`config.mk`:
```
export PLATFORM = sky130hd
export DESIGN_NAME = instruction_block_fetch_unit_flat
export DESIGN_NICKNAME = d
export VERILOG_FILES = /design/src/rtl/instruction_block_fetch_unit_pkg.sv /design/src/rtl/instruction_block_fetch_unit_if.sv /design/src/rtl/instruction_block_fetch_unit_block_assembly_register.sv /design/src/rtl/instruction_block_fetch_unit.sv /design/src/flat_wrapper.sv
export SDC_FILE = /design/constraint.sdc
export NUM_CORES = 1
export LEC_CHECK = 0
export CORE_AREA = 3 3 240 242
export DETAILED_ROUTE_END_ITERATION = 8
export DIE_AREA = 0 0 243 245
export PLACE_DENSITY = 0.73
export SLEW_MARGIN = 25
export SYNTH_ARGS = -nofsm -noshare
export SYNTH_HDL_FRONTEND = slang
export SYNTH_SLANG_ARGS = --single-unit
```
`constraint.sdc`:
```
create_clock -name CLK -period 2.45 [get_ports CLK]
set_input_delay 0.735 -clock CLK [delete_from_list [all_inputs] [get_ports CLK]]
set_output_delay 0.735 -clock CLK [all_outputs]
set_load 0.01 [all_outputs]
```
`src/rtl/instruction_block_fetch_unit_pkg.sv`:
```
// Shared definitions for the instruction cache block-fill path: bus geometry and fetch FSM states.
package instruction_block_fetch_unit_pkg;

   localparam int ADDRESS_WIDTH       = 32;
   localparam int WORD_SIZE           = 4;
   localparam int WORD_PER_BLOCK      = 16;
   localparam int L2_BUS_WIDTH        = 32;
   localparam int WORD_WIDTH          = WORD_SIZE * 8;
   localparam int BLOCK_WIDTH         = WORD_WIDTH * WORD_PER_BLOCK;
   localparam int WORD_IDX_WIDTH      = $clog2(WORD_PER_BLOCK);
   localparam int BYTE_OFS_WIDTH      = $clog2(WORD_SIZE);
   localparam int BLOCK_ADDRESS_WIDTH = ADDRESS_WIDTH - WORD_IDX_WIDTH - BYTE_OFS_WIDTH;

   typedef enum logic [1:0] {
      ST_IDLE    = 2'd0,
      ST_FETCH   = 2'd1,
      ST_RESPOND = 2'd2
   } fetch_state_e;

   function automatic logic [ADDRESS_WIDTH-1:0] word_byte_addr(
      input logic [BLOCK_ADDRESS_WIDTH-1:0] blk,
      input logic [WORD_IDX_WIDTH-1:0]      idx
   );
      return {blk, idx, {BYTE_OFS_WIDTH{1'b0}}};
   endfunction

endpackage

```
`src/rtl/instruction_block_fetch_unit_if.sv`:
```
// Cache L2 request/response channels and the word-wide memory read port of the block fetch unit.
interface instruction_block_fetch_unit_if;
   import instruction_block_fetch_unit_pkg::*;

   logic                           ADDRESS_TO_L2_VALID_INSTRUCTION_CACHE;
   logic                           ADDRESS_TO_L2_READY_INSTRUCTION_CACHE;
   logic [BLOCK_ADDRESS_WIDTH-1:0] ADDRESS_TO_L2_INSTRUCTION_CACHE;
   logic                           DATA_FROM_L2_VALID_INSTRUCTION_CACHE;
   logic                           DATA_FROM_L2_READY_INSTRUCTION_CACHE;
   logic [BLOCK_WIDTH-1:0]         DATA_FROM_L2_INSTRUCTION_CACHE;
   logic                           MEM_READ_VALID;
   logic                           MEM_READ_READY;
   logic [ADDRESS_WIDTH-1:0]       MEM_ADDRESS;
   logic                           MEM_DATA_VALID;
   logic [L2_BUS_WIDTH-1:0]        MEM_DATA;

   // slave: the fetch unit itself; master: the cache and memory around it
   modport slave (
      input  ADDRESS_TO_L2_VALID_INSTRUCTION_CACHE,
      output ADDRESS_TO_L2_READY_INSTRUCTION_CACHE,
      input  ADDRESS_TO_L2_INSTRUCTION_CACHE,
      output DATA_FROM_L2_VALID_INSTRUCTION_CACHE,
      input  DATA_FROM_L2_READY_INSTRUCTION_CACHE,
      output DATA_FROM_L2_INSTRUCTION_CACHE,
      output MEM_READ_VALID,
      input  MEM_READ_READY,
      output MEM_ADDRESS,
      input  MEM_DATA_VALID,
      input  MEM_DATA
   );

   modport master (
      output ADDRESS_TO_L2_VALID_INSTRUCTION_CACHE,
      input  ADDRESS_TO_L2_READY_INSTRUCTION_CACHE,
      output ADDRESS_TO_L2_INSTRUCTION_CACHE,
      input  DATA_FROM_L2_VALID_INSTRUCTION_CACHE,
      output DATA_FROM_L2_READY_INSTRUCTION_CACHE,
      input  DATA_FROM_L2_INSTRUCTION_CACHE,
      input  MEM_READ_VALID,
      output MEM_READ_READY,
      input  MEM_ADDRESS,
      output MEM_DATA_VALID,
      output MEM_DATA
   );

endinterface

```
`src/rtl/instruction_block_fetch_unit_block_assembly_register.sv`:
```
// Line assembly: collects returned words in order into the 512-bit line, word 0 in the top slot.
module block_assembly_register
   import instruction_block_fetch_unit_pkg::*;
(
   input  logic                   CLK,
   input  logic                   RSTN,
   input  logic                   clr_i,
   input  logic                   en_i,
   input  logic                   data_valid_i,
   input  logic [WORD_WIDTH-1:0]  data_i,
   output logic [BLOCK_WIDTH-1:0] line_o,
   output logic                   last_o
);

   logic [WORD_IDX_WIDTH-1:0] rcv_cnt_q, rcv_cnt_d;
   logic [BLOCK_WIDTH-1:0]    line_q, line_d;
   logic                      wr;

   always_comb begin
      rcv_cnt_d = rcv_cnt_q;
      line_d    = line_q;
      wr        = en_i & data_valid_i;
      if (clr_i) begin
         rcv_cnt_d = '0;
      end else if (wr) begin
         rcv_cnt_d = rcv_cnt_q + 1'b1;
      end
      for (int i = 0; i < WORD_PER_BLOCK; i++) begin
         if (wr && (rcv_cnt_q == i[WORD_IDX_WIDTH-1:0])) begin
            line_d[BLOCK_WIDTH-1-WORD_WIDTH*i -: WORD_WIDTH] = data_i;
         end
      end
   end

   assign last_o = wr && (rcv_cnt_q == WORD_IDX_WIDTH'(WORD_PER_BLOCK - 1));
   assign line_o = line_q;

   always_ff @(posedge CLK) begin
      if (!RSTN) begin
         rcv_cnt_q <= '0;
         line_q    <= '0;
      end else begin
         rcv_cnt_q <= rcv_cnt_d;
         line_q    <= line_d;
      end
   end

endmodule

```
`src/rtl/instruction_block_fetch_unit.sv`:
```
// Block fetch unit: turns one cache block request into 16 word reads and returns the assembled line.
// Optional one-entry request buffer enabled by defining REQUEST_BUFFER_EN.
//
// state      | meaning
// ST_IDLE    | waiting for a block request from the cache
// ST_FETCH   | issuing word reads and collecting returns
// ST_RESPOND | line valid to the cache, waiting for its ready
module instruction_block_fetch_unit
   import instruction_block_fetch_unit_pkg::*;
(
   input  logic                          CLK,
   input  logic                          RSTN,
   instruction_block_fetch_unit_if.slave bus
);

   fetch_state_e                   state_q, state_d;
   logic [WORD_IDX_WIDTH:0]        issue_cnt_q, issue_cnt_d;
   logic [BLOCK_ADDRESS_WIDTH-1:0] blk_addr_q, blk_addr_d;
   logic                           live_q, live_d;
   logic                           req_ready, req_hs, rd_valid, issue_hs;
   logic                           resp_valid, resp_hs, rcv_clr, rcv_last;
   logic [BLOCK_WIDTH-1:0]         line;
`ifdef REQUEST_BUFFER_EN
   logic                           buf_valid_q, buf_valid_d;
   logic [BLOCK_ADDRESS_WIDTH-1:0] buf_addr_q, buf_addr_d;
`endif

   always_comb begin
      state_d     = state_q;
      issue_cnt_d = issue_cnt_q;
      blk_addr_d  = blk_addr_q;
      live_d      = 1'b1;
      rcv_clr     = 1'b0;
`ifdef REQUEST_BUFFER_EN
      buf_valid_d = buf_valid_q;
      buf_addr_d  = buf_addr_q;
      req_ready   = live_q && ((state_q == ST_IDLE) || !buf_valid_q);
`else
      req_ready   = live_q && (state_q == ST_IDLE);
`endif
      req_hs      = bus.ADDRESS_TO_L2_VALID_INSTRUCTION_CACHE && req_ready;
      rd_valid    = (state_q == ST_FETCH) && !issue_cnt_q[WORD_IDX_WIDTH];
      issue_hs    = rd_valid && bus.MEM_READ_READY;
      resp_valid  = (state_q == ST_RESPOND);
      resp_hs     = resp_valid && bus.DATA_FROM_L2_READY_INSTRUCTION_CACHE;

      case (state_q)
         ST_IDLE: begin
            if (req_hs) begin
               blk_addr_d  = bus.ADDRESS_TO_L2_INSTRUCTION_CACHE;
               issue_cnt_d = '0;
               rcv_clr     = 1'b1;
               state_d     = ST_FETCH;
            end
         end
         ST_FETCH: begin
            if (issue_hs) issue_cnt_d = issue_cnt_q + 1'b1;
            if (rcv_last) state_d = ST_RESPOND;
         end
         ST_RESPOND: begin
            if (resp_hs) begin
               state_d = ST_IDLE;
`ifdef REQUEST_BUFFER_EN
               // A waiting request, buffered or arriving right now, skips IDLE.
               if (buf_valid_q || req_hs) begin
                  blk_addr_d  = buf_valid_q ? buf_addr_q : bus.ADDRESS_TO_L2_INSTRUCTION_CACHE;
                  buf_valid_d = 1'b0;
                  issue_cnt_d = '0;
                  rcv_clr     = 1'b1;
                  state_d     = ST_FETCH;
               end
`endif
            end
         end
         default: state_d = ST_IDLE;
      endcase

`ifdef REQUEST_BUFFER_EN
      if (req_hs && (state_q != ST_IDLE) && !resp_hs) begin
         buf_valid_d = 1'b1;
         buf_addr_d  = bus.ADDRESS_TO_L2_INSTRUCTION_CACHE;
      end
`endif
   end

   block_assembly_register u_block_assembly_register (
      .CLK          (CLK),
      .RSTN         (RSTN),
      .clr_i        (rcv_clr),
      .en_i         (state_q == ST_FETCH),
      .data_valid_i (bus.MEM_DATA_VALID),
      .data_i       (bus.MEM_DATA),
      .line_o       (line),
      .last_o       (rcv_last)
   );

   assign bus.ADDRESS_TO_L2_READY_INSTRUCTION_CACHE = req_ready;
   assign bus.DATA_FROM_L2_VALID_INSTRUCTION_CACHE  = resp_valid;
   assign bus.DATA_FROM_L2_INSTRUCTION_CACHE        = resp_valid ? line : '0;
   assign bus.MEM_READ_VALID                        = rd_valid;
   assign bus.MEM_ADDRESS = rd_valid ? word_byte_addr(blk_addr_q, issue_cnt_q[WORD_IDX_WIDTH-1:0])
                                     : '0;

   always_ff @(posedge CLK) begin
      if (!RSTN) begin
         state_q     <= ST_IDLE;
         issue_cnt_q <= '0;
         blk_addr_q  <= '0;
         live_q      <= 1'b0;
      end else begin
         state_q     <= state_d;
         issue_cnt_q <= issue_cnt_d;
         blk_addr_q  <= blk_addr_d;
         live_q      <= live_d;
      end
   end

`ifdef REQUEST_BUFFER_EN
   always_ff @(posedge CLK) begin
      if (!RSTN) begin
         buf_valid_q <= 1'b0;
         buf_addr_q  <= '0;
      end else begin
         buf_valid_q <= buf_valid_d;
         buf_addr_q  <= buf_addr_d;
      end
   end
`endif

endmodule
```
`src/flat_wrapper.sv`:
```
// flat-port wrapper written by rule: the top's interface ports become plain ports
module instruction_block_fetch_unit_flat import instruction_block_fetch_unit_pkg::*;
  (CLK, RSTN, bus_ADDRESS_TO_L2_VALID_INSTRUCTION_CACHE, bus_ADDRESS_TO_L2_READY_INSTRUCTION_CACHE, bus_ADDRESS_TO_L2_INSTRUCTION_CACHE, bus_DATA_FROM_L2_VALID_INSTRUCTION_CACHE, bus_DATA_FROM_L2_READY_INSTRUCTION_CACHE, bus_DATA_FROM_L2_INSTRUCTION_CACHE, bus_MEM_READ_VALID, bus_MEM_READ_READY, bus_MEM_ADDRESS, bus_MEM_DATA_VALID, bus_MEM_DATA);
  instruction_block_fetch_unit_if bus_i ();
  input  logic CLK;
  input  logic RSTN;
  input wire logic [$bits(bus_i.ADDRESS_TO_L2_VALID_INSTRUCTION_CACHE)-1:0] bus_ADDRESS_TO_L2_VALID_INSTRUCTION_CACHE;
  output wire logic [$bits(bus_i.ADDRESS_TO_L2_READY_INSTRUCTION_CACHE)-1:0] bus_ADDRESS_TO_L2_READY_INSTRUCTION_CACHE;
  input wire logic [$bits(bus_i.ADDRESS_TO_L2_INSTRUCTION_CACHE)-1:0] bus_ADDRESS_TO_L2_INSTRUCTION_CACHE;
  output wire logic [$bits(bus_i.DATA_FROM_L2_VALID_INSTRUCTION_CACHE)-1:0] bus_DATA_FROM_L2_VALID_INSTRUCTION_CACHE;
  input wire logic [$bits(bus_i.DATA_FROM_L2_READY_INSTRUCTION_CACHE)-1:0] bus_DATA_FROM_L2_READY_INSTRUCTION_CACHE;
  output wire logic [$bits(bus_i.DATA_FROM_L2_INSTRUCTION_CACHE)-1:0] bus_DATA_FROM_L2_INSTRUCTION_CACHE;
  output wire logic [$bits(bus_i.MEM_READ_VALID)-1:0] bus_MEM_READ_VALID;
  input wire logic [$bits(bus_i.MEM_READ_READY)-1:0] bus_MEM_READ_READY;
  output wire logic [$bits(bus_i.MEM_ADDRESS)-1:0] bus_MEM_ADDRESS;
  input wire logic [$bits(bus_i.MEM_DATA_VALID)-1:0] bus_MEM_DATA_VALID;
  input wire logic [$bits(bus_i.MEM_DATA)-1:0] bus_MEM_DATA;
  assign bus_i.ADDRESS_TO_L2_VALID_INSTRUCTION_CACHE = bus_ADDRESS_TO_L2_VALID_INSTRUCTION_CACHE;
  assign bus_ADDRESS_TO_L2_READY_INSTRUCTION_CACHE = bus_i.ADDRESS_TO_L2_READY_INSTRUCTION_CACHE;
  assign bus_i.ADDRESS_TO_L2_INSTRUCTION_CACHE = bus_ADDRESS_TO_L2_INSTRUCTION_CACHE;
  assign bus_DATA_FROM_L2_VALID_INSTRUCTION_CACHE = bus_i.DATA_FROM_L2_VALID_INSTRUCTION_CACHE;
  assign bus_i.DATA_FROM_L2_READY_INSTRUCTION_CACHE = bus_DATA_FROM_L2_READY_INSTRUCTION_CACHE;
  assign bus_DATA_FROM_L2_INSTRUCTION_CACHE = bus_i.DATA_FROM_L2_INSTRUCTION_CACHE;
  assign bus_MEM_READ_VALID = bus_i.MEM_READ_VALID;
  assign bus_i.MEM_READ_READY = bus_MEM_READ_READY;
  assign bus_MEM_ADDRESS = bus_i.MEM_ADDRESS;
  assign bus_i.MEM_DATA_VALID = bus_MEM_DATA_VALID;
  assign bus_i.MEM_DATA = bus_MEM_DATA;
  instruction_block_fetch_unit u_core (.CLK(CLK), .RSTN(RSTN), .bus(bus_i));
endmodule
```
### Yosys cells after proc, flatten, opt, wreduce, memory -nomap -nowiden

Index checks and enable logic that the tools add are counted.

| word-level totals | value |
|---|---|
| register bits | 550 |
| input port bits | 64 |
| output and inout port bits | 547 |
| word-level logic and storage cells | 87 |

| operators by class | value |
|---|---|
| add/subtract/negate cells | 2 |
| reductions and logical operators | 29 |
| bitwise gates (word level) | 2 |
| muxes and demuxes | 12 |
| equality and inequality tests | 21 |

Operators by type and width:

| cell | count |
|---|---|
| $mux W512 | 1 |
| $eq A4 B4 Y1 const B | 8 |
| $mux W32 | 1 |
| $logic_and A1 B1 Y1 | 21 |
| $eq A4 B3 Y1 const B | 4 |
| $mux W5 | 2 |
| $pmux W5 S2 | 1 |
| $eq A4 B2 Y1 const B | 2 |
| $mux W2 | 3 |
| $ne A2 B1 Y1 const B | 3 |
| $pmux W2 S3 | 1 |
| $reduce_and A3 Y1 | 2 |
| $add A5 B1 Y5 const B | 1 |
| $add A4 B1 Y4 const B | 1 |
| $eq A4 B1 Y1 const B | 1 |
| $logic_not A4 Y1 | 1 |
| $mux W1 | 3 |
| $eq A2 B1 Y1 const B | 1 |
| $eq A2 B2 Y1 const B | 1 |
| $logic_not A2 Y1 | 1 |
| $ne A2 B2 Y1 const B | 1 |
| $reduce_and A2 Y1 | 1 |
| $reduce_bool A2 Y1 | 1 |
| $reduce_or A2 Y1 | 1 |
| 3 further kinds | 3 |

### Longest topological paths before layout

Gate-level depths: netlist of the first run.

| depth | value |
|---|---|
| word-level depth | 6 |
| gate-level depth with buffers | 8 |
| gate-level depth less buffers | 5 |

### Cells and area by module

Synthesis of the first run repeated with hierarchy kept, for this count alone.

| unflattened totals | value |
|---|---|
| cell total of the unflattened synthesis | 2520 |
| area, all modules | 23366.2 sq um |

Modules (own cells, without submodules):

| module | cells each | seq. area each (sq um) | area each (sq um) | instances |
|---|---|---|---|---|
| block_assembly_register | 1762 | 10329.9 | 18407.7 | 1 |
| instruction_block_fetch_unit | 758 | 680.7 | 4958.5 | 1 |

### Least setup slack after synthesis of the first run

OpenSTA, ideal clock, no wires.

| timing | value |
|---|---|
| kind | register to output |
| from | register u_core.state_q[1] |
| to | output bus_DATA_FROM_L2_INSTRUCTION_CACHE[0] |
| data arrival time | 1426 ps |
| buffers on the path | 3 |
| slack | 289 ps |
| required time | 1715 ps |
| cell stages (with the launch flop) | 6 |
| cell sequence | dfxtp_1 -> nor2b_1 -> clkbuf_1 -> clkbuf_1 -> clkbuf_1 -> and2_1 |

| on the way | value |
|---|---|
| word-level cells in the longest chain between the ends | 2 |

Ends and longest elaborated chain:

| element | RTL line | text |
|---|---|---|
| start, declared | instruction_block_fetch_unit.sv:16 | `fetch_state_e state_q, state_d;` |
| start signal, assigned | instruction_block_fetch_unit.sv:111 | `state_q <= state_d;` |
| $eq A2 B2 Y1 | instruction_block_fetch_unit.sv:44 | `resp_valid = (state_q == ST_RESPOND);` |
| $mux W512 | instruction_block_fetch_unit.sv:99 | `assign bus.DATA_FROM_L2_INSTRUCTION_CACHE = resp_valid ? line : '0;` |
| end, declared | flat_wrapper.sv:12 | `output wire logic [$bits(bus_i.DATA_FROM_L2_INSTRUCTION_CACHE)-1:0] bus_DATA_FROM_L2_INSTRUCTION_CACHE;` |

Every way passes these cells.

### Final worst setup path of the first run

| timing | value |
|---|---|
| from | register u_core.state_q[1] |
| to | output bus_DATA_FROM_L2_INSTRUCTION_CACHE[482] |

The elaborated chain is that of the path after synthesis.

==> results of run 1 <==
## worst max-delay path, cell delays in order (launching register included)
cell and delay, ns:
sky130_fd_sc_hd__dfxtp_2 0.32, sky130_fd_sc_hd__nor2b_4 0.12, sky130_fd_sc_hd__buf_12 0.15, sky130_fd_sc_hd__buf_16 0.15, sky130_fd_sc_hd__buf_8 0.13, sky130_fd_sc_hd__buf_8 0.13
sky130_fd_sc_hd__buf_12 0.12, sky130_fd_sc_hd__buf_6 0.11, sky130_fd_sc_hd__and2_4 0.15, sky130_fd_sc_hd__buf_6 0.11
## cell type report
cell class | instances | area, sq um | share of cell area
clock inverters | 12 | 180.2 | 0.005064
inverters | 4 | 22.52 | 0.0006330
repair buffers | 838 | 9490 | 0.2667
multi-input cells | 2219 | 12260 | 0.3446
clock buffers | 85 | 1672 | 0.04698
flip-flops and latches | 550 | 11010 | 0.3095
diodes | 2 | 5.005 | 0.0001407
well taps | 748 | 935.9 | 0.02630
## how the worst max path moves through the flow
stage	from	end	cells after the start
2_1_floorplan	u_core.state_q[1]$_SDFFE_PN0P_	bus_DATA_FROM_L2_INSTRUCTION_CACHE[0]	5
3_3_place_gp	u_core.state_q[1]$_SDFFE_PN0P_	bus_DATA_FROM_L2_INSTRUCTION_CACHE[354]	5
3_5_place_dp	u_core.state_q[1]$_SDFFE_PN0P_	bus_DATA_FROM_L2_INSTRUCTION_CACHE[336]	5
4_1_cts	u_core.state_q[1]$_SDFFE_PN0P_	bus_DATA_FROM_L2_INSTRUCTION_CACHE[394]	6
5_1_grt	u_core.state_q[1]$_SDFFE_PN0P_	bus_DATA_FROM_L2_INSTRUCTION_CACHE[482]	9
6_report	u_core.state_q[1]$_SDFFE_PN0P_	bus_DATA_FROM_L2_INSTRUCTION_CACHE[482]	9
## registers in the layout, indices dropped and copies added, names as in the netlist
signal	count
u_core.blk_addr_q	26
u_core.issue_cnt_q	5
u_core.live_q	1
u_core.state_q	2
u_core.u_block_assembly_register.line_o	512
u_core.u_block_assembly_register.rcv_cnt_q	4
## layer usage
| layer | wire length (microns) | up-vias |
|---|---|---|
| li1 | - | 11860 |
| met1 | 40650 | 12420 |
| met2 | 48480 | 1674 |
| met3 | 10330 | 355 |
| met4 | 6767 | 0 |
| met5 | 0 | - |
## synth_stat cells
master and count:
sky130_fd_sc_hd__a21oi_1 545, sky130_fd_sc_hd__mux2i_1 1, sky130_fd_sc_hd__a21o_1 1, sky130_fd_sc_hd__nor2b_1 1
sky130_fd_sc_hd__nand2b_1 2, sky130_fd_sc_hd__clkinv_1 1, sky130_fd_sc_hd__nor4b_2 1, sky130_fd_sc_hd__clkbuf_2 1
sky130_fd_sc_hd__o21ai_0 476, sky130_fd_sc_hd__and3_1 1, sky130_fd_sc_hd__o221a_2 2, sky130_fd_sc_hd__o21ai_1 38
sky130_fd_sc_hd__dfxtp_1 550, sky130_fd_sc_hd__buf_4 2, sky130_fd_sc_hd__nor3b_1 1, sky130_fd_sc_hd__clkbuf_1 300
sky130_fd_sc_hd__nand4b_1 2, sky130_fd_sc_hd__nor2_1 5, sky130_fd_sc_hd__nor3_1 2, sky130_fd_sc_hd__or4b_1 1
sky130_fd_sc_hd__or3_1 2, sky130_fd_sc_hd__and2_1 546, sky130_fd_sc_hd__nand3b_1 1, sky130_fd_sc_hd__inv_1 3
sky130_fd_sc_hd__nand3_1 515, sky130_fd_sc_hd__a22oi_1 1, sky130_fd_sc_hd__nand2_1 57, sky130_fd_sc_hd__buf_6 3
sky130_fd_sc_hd__buf_1 38, sky130_fd_sc_hd__xnor2_1 1, sky130_fd_sc_hd__and4b_1 1, sky130_fd_sc_hd__nor4bb_1 1
sky130_fd_sc_hd__a41oi_1 1, sky130_fd_sc_hd__ha_1 5, sky130_fd_sc_hd__and4bb_2 3, sky130_fd_sc_hd__nand4bb_1 4
sky130_fd_sc_hd__buf_2 78, sky130_fd_sc_hd__conb_1 1
## per-stage QoR
stage	hold WS, ns	utilization
floorplan	0.4317	-
global placement	0.4372	0.5782
detailed placement	0.4423	0.5782
CTS	0.4508	0.6190
global route	0.4651	0.6432
finish	0.4487	0.6433
## where the power goes
group	switching, mW	internal [mW]
sequential	0.0263	8.99
combinational	0.856	0.343
clock	3.65	5.10
## cells by family (layout without fill, tap and decap cells)
| kind of cell | count (synthesis) | in the layout | share of synthesized area |
|---|---|---|---|
| buf+inv | 426 | 939 | 0.07023 |
| fa+ha+maj | 5 | 5 | 0.002543 |
| simple gates | 1146 | 1146 | 0.2615 |
| xor+xnor | 1 | 1 | 0.0003560 |
| compound gates | 1064 | 1064 | 0.2173 |
| mux | 1 | 1 | 0.0004069 |
| other cells | 1 | 4 | 0.0001524 |
| flops | 550 | 550 | 0.4475 |
## repair_timing
action,CTS,global route
cloned,9,29
resized for setup,374,1022
pin swaps,12,43
setup buffers,8,31
setup endpoints to repair,545,545
==> flow_summary.html, run 1 <==
<table>
<tr><th>Metric</th><th>Value</th></tr>
<tr><th colspan="2">Critical path</th></tr>
<tr><td>Maximum fanout along the worst path</td><td>7</td></tr>
<tr><td>Worst path arrival time</td><td>2.11 ns</td></tr>
<tr><td>End of the worst register-to-register path</td><td>u_core.u_block_assembly_register.line_o[397]$_SDFFE_PN0P_</td></tr>
<tr><td>WP data required</td><td>1.71 ns</td></tr>
<tr><td>Type of origin of the critical path</td><td>register</td></tr>
<tr><td>Reg-to-reg startpoint</td><td>u_core.state_q[1]$_SDFFE_PN0P_</td></tr>
<tr><td>Slack of the worst reg-to-reg path</td><td>between 0.1 and 0.15 ns</td></tr>
<tr><td>Setup Crit Path Kind</td><td>reg -&gt; out</td></tr>
<tr><td>Number of cells on the worst reg-to-reg path</td><td>7</td></tr>
<tr><td>Critical Path Sink Type</td><td>primary output</td></tr>
<tr><th colspan="2">Yosys</th></tr>
<tr><td>Yosys top cell by area</td><td>sky130_fd_sc_hd__dfxtp_1</td></tr>
<tr><td>Portion of the post-synthesis area used by sequential elements</td><td>0.4475</td></tr>
<tr><td>Post-Syn Instances</td><td>roughly 3200</td></tr>
<tr><td>#FFs+latches synth</td><td>550</td></tr>
<tr><td>Synth cell types</td><td>38</td></tr>
<tr><td>Number of warnings printed during yosys synthesis</td><td>0</td></tr>
<tr><td>Yosys top cell area share</td><td>0.4475</td></tr>
<tr><td>Post-synthesis cell area</td><td>between 20000 and 25000 sq um</td></tr>
<tr><td>Most area-consuming cells after synthesis</td><td>sky130_fd_sc_hd__dfxtp_1, sky130_fd_sc_hd__and2_1, sky130_fd_sc_hd__a21oi_1, sky130_fd_sc_hd__nand3_1, sky130_fd_sc_hd__o21ai_0</td></tr>
<tr><td>Average instance area after synthesis</td><td>roughly 7.7 sq um</td></tr>
<tr><th colspan="2">Drt</th></tr>
<tr><td>Routed wire length per instance</td><td>approximately 24 microns</td></tr>
<tr><td>Avg Vias per Cell</td><td>5.900</td></tr>
<tr><td>Total Wirelength</td><td>106200 microns</td></tr>
<tr><td>Total number of vias</td><td>26300</td></tr>
<tr><td>First-pass detailed-route iteration total</td><td>6</td></tr>
<tr><td>Number of design rule violations left after detail routing</td><td>0</td></tr>
<tr><td>Drt initial violations</td><td>between 3000 and 4000</td></tr>
<tr><td>Number of nets with antenna violations after routing</td><td>0</td></tr>
<tr><th colspan="2">Place</th></tr>
<tr><td>Post-Place Cells</td><td>between 4000 and 5000</td></tr>
<tr><td>Cell area reported after detailed placement</td><td>around 32000 sq um</td></tr>
<tr><td>Setup Slack @ Placement</td><td>-0.07234 ns</td></tr>
<tr><td>Detailed placer's ending HPWL</td><td>62650 microns</td></tr>
<tr><td>Count of buffers inserted at the top-level ports</td><td>608</td></tr>
<tr><td>Weighted congestion at the end of routability-driven global placement</td><td>~0.82</td></tr>
<tr><th colspan="2">Worst hold path</th></tr>
<tr><td>Hold Crit Class</td><td>reg -&gt; reg</td></tr>
<tr><td>Hold Path Origin</td><td>u_core.blk_addr_q[11]$_SDFFE_PN0P_</td></tr>
<tr><td>Worst Hold Path Cells</td><td>2</td></tr>
<tr><td>Hold path endpoint</td><td>u_core.blk_addr_q[11]$_SDFFE_PN0P_</td></tr>
<tr><th colspan="2">Power</th></tr>
<tr><td>VDD IR max</td><td>between 0.5 and 0.6 mV</td></tr>
<tr><td>Power Density</td><td>approximately 530 nW/um^2</td></tr>
<tr><td>Overall power of the completed layout</td><td>approximately 19 mW</td></tr>
<tr><td>Leakage</td><td>~17 nW</td></tr>
<tr><th colspan="2">Clocking</th></tr>
<tr><td>Num CTS Buffers</td><td>56</td></tr>
<tr><td>Clock insertion delay at the later pin of the skew report</td><td>about 0.6 ns</td></tr>
<tr><td>Post-cts hold buffer count</td><td>0</td></tr>
<tr><td>Clock root cell</td><td>sky130_fd_sc_hd__clkbuf_16</td></tr>
<tr><td>Maximum clock path buffer count</td><td>3</td></tr>
<tr><td>TritonCTS clock tree</td><td>built</td></tr>
<tr><td>Number of sinks handled by clock tree synthesis</td><td>550</td></tr>
<tr><td>Clock H-tree levels</td><td>2</td></tr>
<tr><td>Clk pin slew, worst setup/hold paths</td><td>around 0.060 ns</td></tr>
<tr><th colspan="2">Layout</th></tr>
<tr><td>Final design instance area without fill</td><td>between 30000 and 40000 sq um</td></tr>
<tr><td>Most common library cell in the layout ignoring fill and taps</td><td>sky130_fd_sc_hd__dfxtp_1</td></tr>
<tr><td>Proportion of layout cells with a drive suffix above 1</td><td>0.1980</td></tr>
<tr><td>Area growth from synthesis to final layout</td><td>44.62%</td></tr>
<tr><td>Commonest cells after routing, fill and taps aside</td><td>sky130_fd_sc_hd__dfxtp_1, sky130_fd_sc_hd__a21oi_1, sky130_fd_sc_hd__nand3_1</td></tr>
<tr><td>Fillers</td><td>4640</td></tr>
<tr><td>Post-Layout Cell Count</td><td>~4500</td></tr>
<tr><td>Number of nets at the end of the flow</td><td>~3700</td></tr>
<tr><th colspan="2">STA</th></tr>
<tr><td>Final setup fails</td><td>approximately 550</td></tr>
<tr><td>Worst path setup slack after routing</td><td>-0.3905 ns</td></tr>
<tr><td>Largest clock skew in the final design</td><td>between 0.015 and 0.02 ns</td></tr>
<tr><td>Final number of max-transition violations</td><td>0</td></tr>
<tr><td>Achievable Freq</td><td>about 350 MHz</td></tr>
<tr><td>Final setup TNS</td><td>-133.33 ns</td></tr>
<tr><td>Post-route minimum period</td><td>2.841 ns</td></tr>
<tr><td>Setup repair after global routing missed its margin</td><td>yes</td></tr>
<tr><td>Final period utilization</td><td>1.159</td></tr>
<tr><td>Max_slew headroom</td><td>0.2809</td></tr>
<tr><td>Transition time of the tightest slew-check pin</td><td>1.079 ns</td></tr>
<tr><td>Hold violation count in the final report</td><td>0</td></tr>
<tr><th colspan="2">Global route</th></tr>
<tr><td>Met1 global-route usage</td><td>0.4089</td></tr>
<tr><td>Number of antenna violations at the first check in global routing</td><td>0</td></tr>
<tr><td>M3 GR Usage</td><td>0.05921</td></tr>
<tr><td>Via count of the first global-routing pass</td><td>between 20000 and 25000</td></tr>
<tr><td>Combined global-route utilization of all metal layers</td><td>0.3201</td></tr>
<tr><td>Overall overflow remaining after global route</td><td>0</td></tr>
<tr><td>Met2 demand-to-capacity share in global routing</td><td>0.5079</td></tr>
<tr><td>Largest net degree at the start of global routing</td><td>129</td></tr>
<tr><td>Global-route wire length before repair</td><td>around 150000 microns</td></tr>
<tr><td>Layer with the highest usage after global routing</td><td>met2</td></tr>
<tr><th colspan="2">Die</th></tr>
<tr><td>Floorplan die width</td><td>243 microns</td></tr>
<tr><td>Starting density of the core</td><td>0.4448</td></tr>
<tr><td>Placement Rows</td><td>86</td></tr>
<tr><td>Core ar.</td><td>~55000 sq um</td></tr>
<tr><td>Number of ports placed on the die boundary</td><td>about 600</td></tr>
<tr><td>Die Area</td><td>a little under 60000 sq um</td></tr>
<tr><td>Vertical die dimension</td><td>roughly 250 microns</td></tr>
<tr><th colspan="2">Run status</th></tr>
<tr><td>Status</td><td>finished with violations</td></tr>
<tr><td>Violations in the final reports</td><td>setup timing</td></tr>
<tr><th colspan="2">Job</th></tr>
<tr><td>Reported max-cap violation count</td><td>0</td></tr>
</table>
Note: power is estimated with default switching activity, not from simulation.
==> run 2: changes to the inputs <==
ABC_CLOCK_PERIOD_IN_PS = 2450   (was not set)
==> results of run 2 <==
The final DEF is identical to that of run 1; final timing and power are the same.
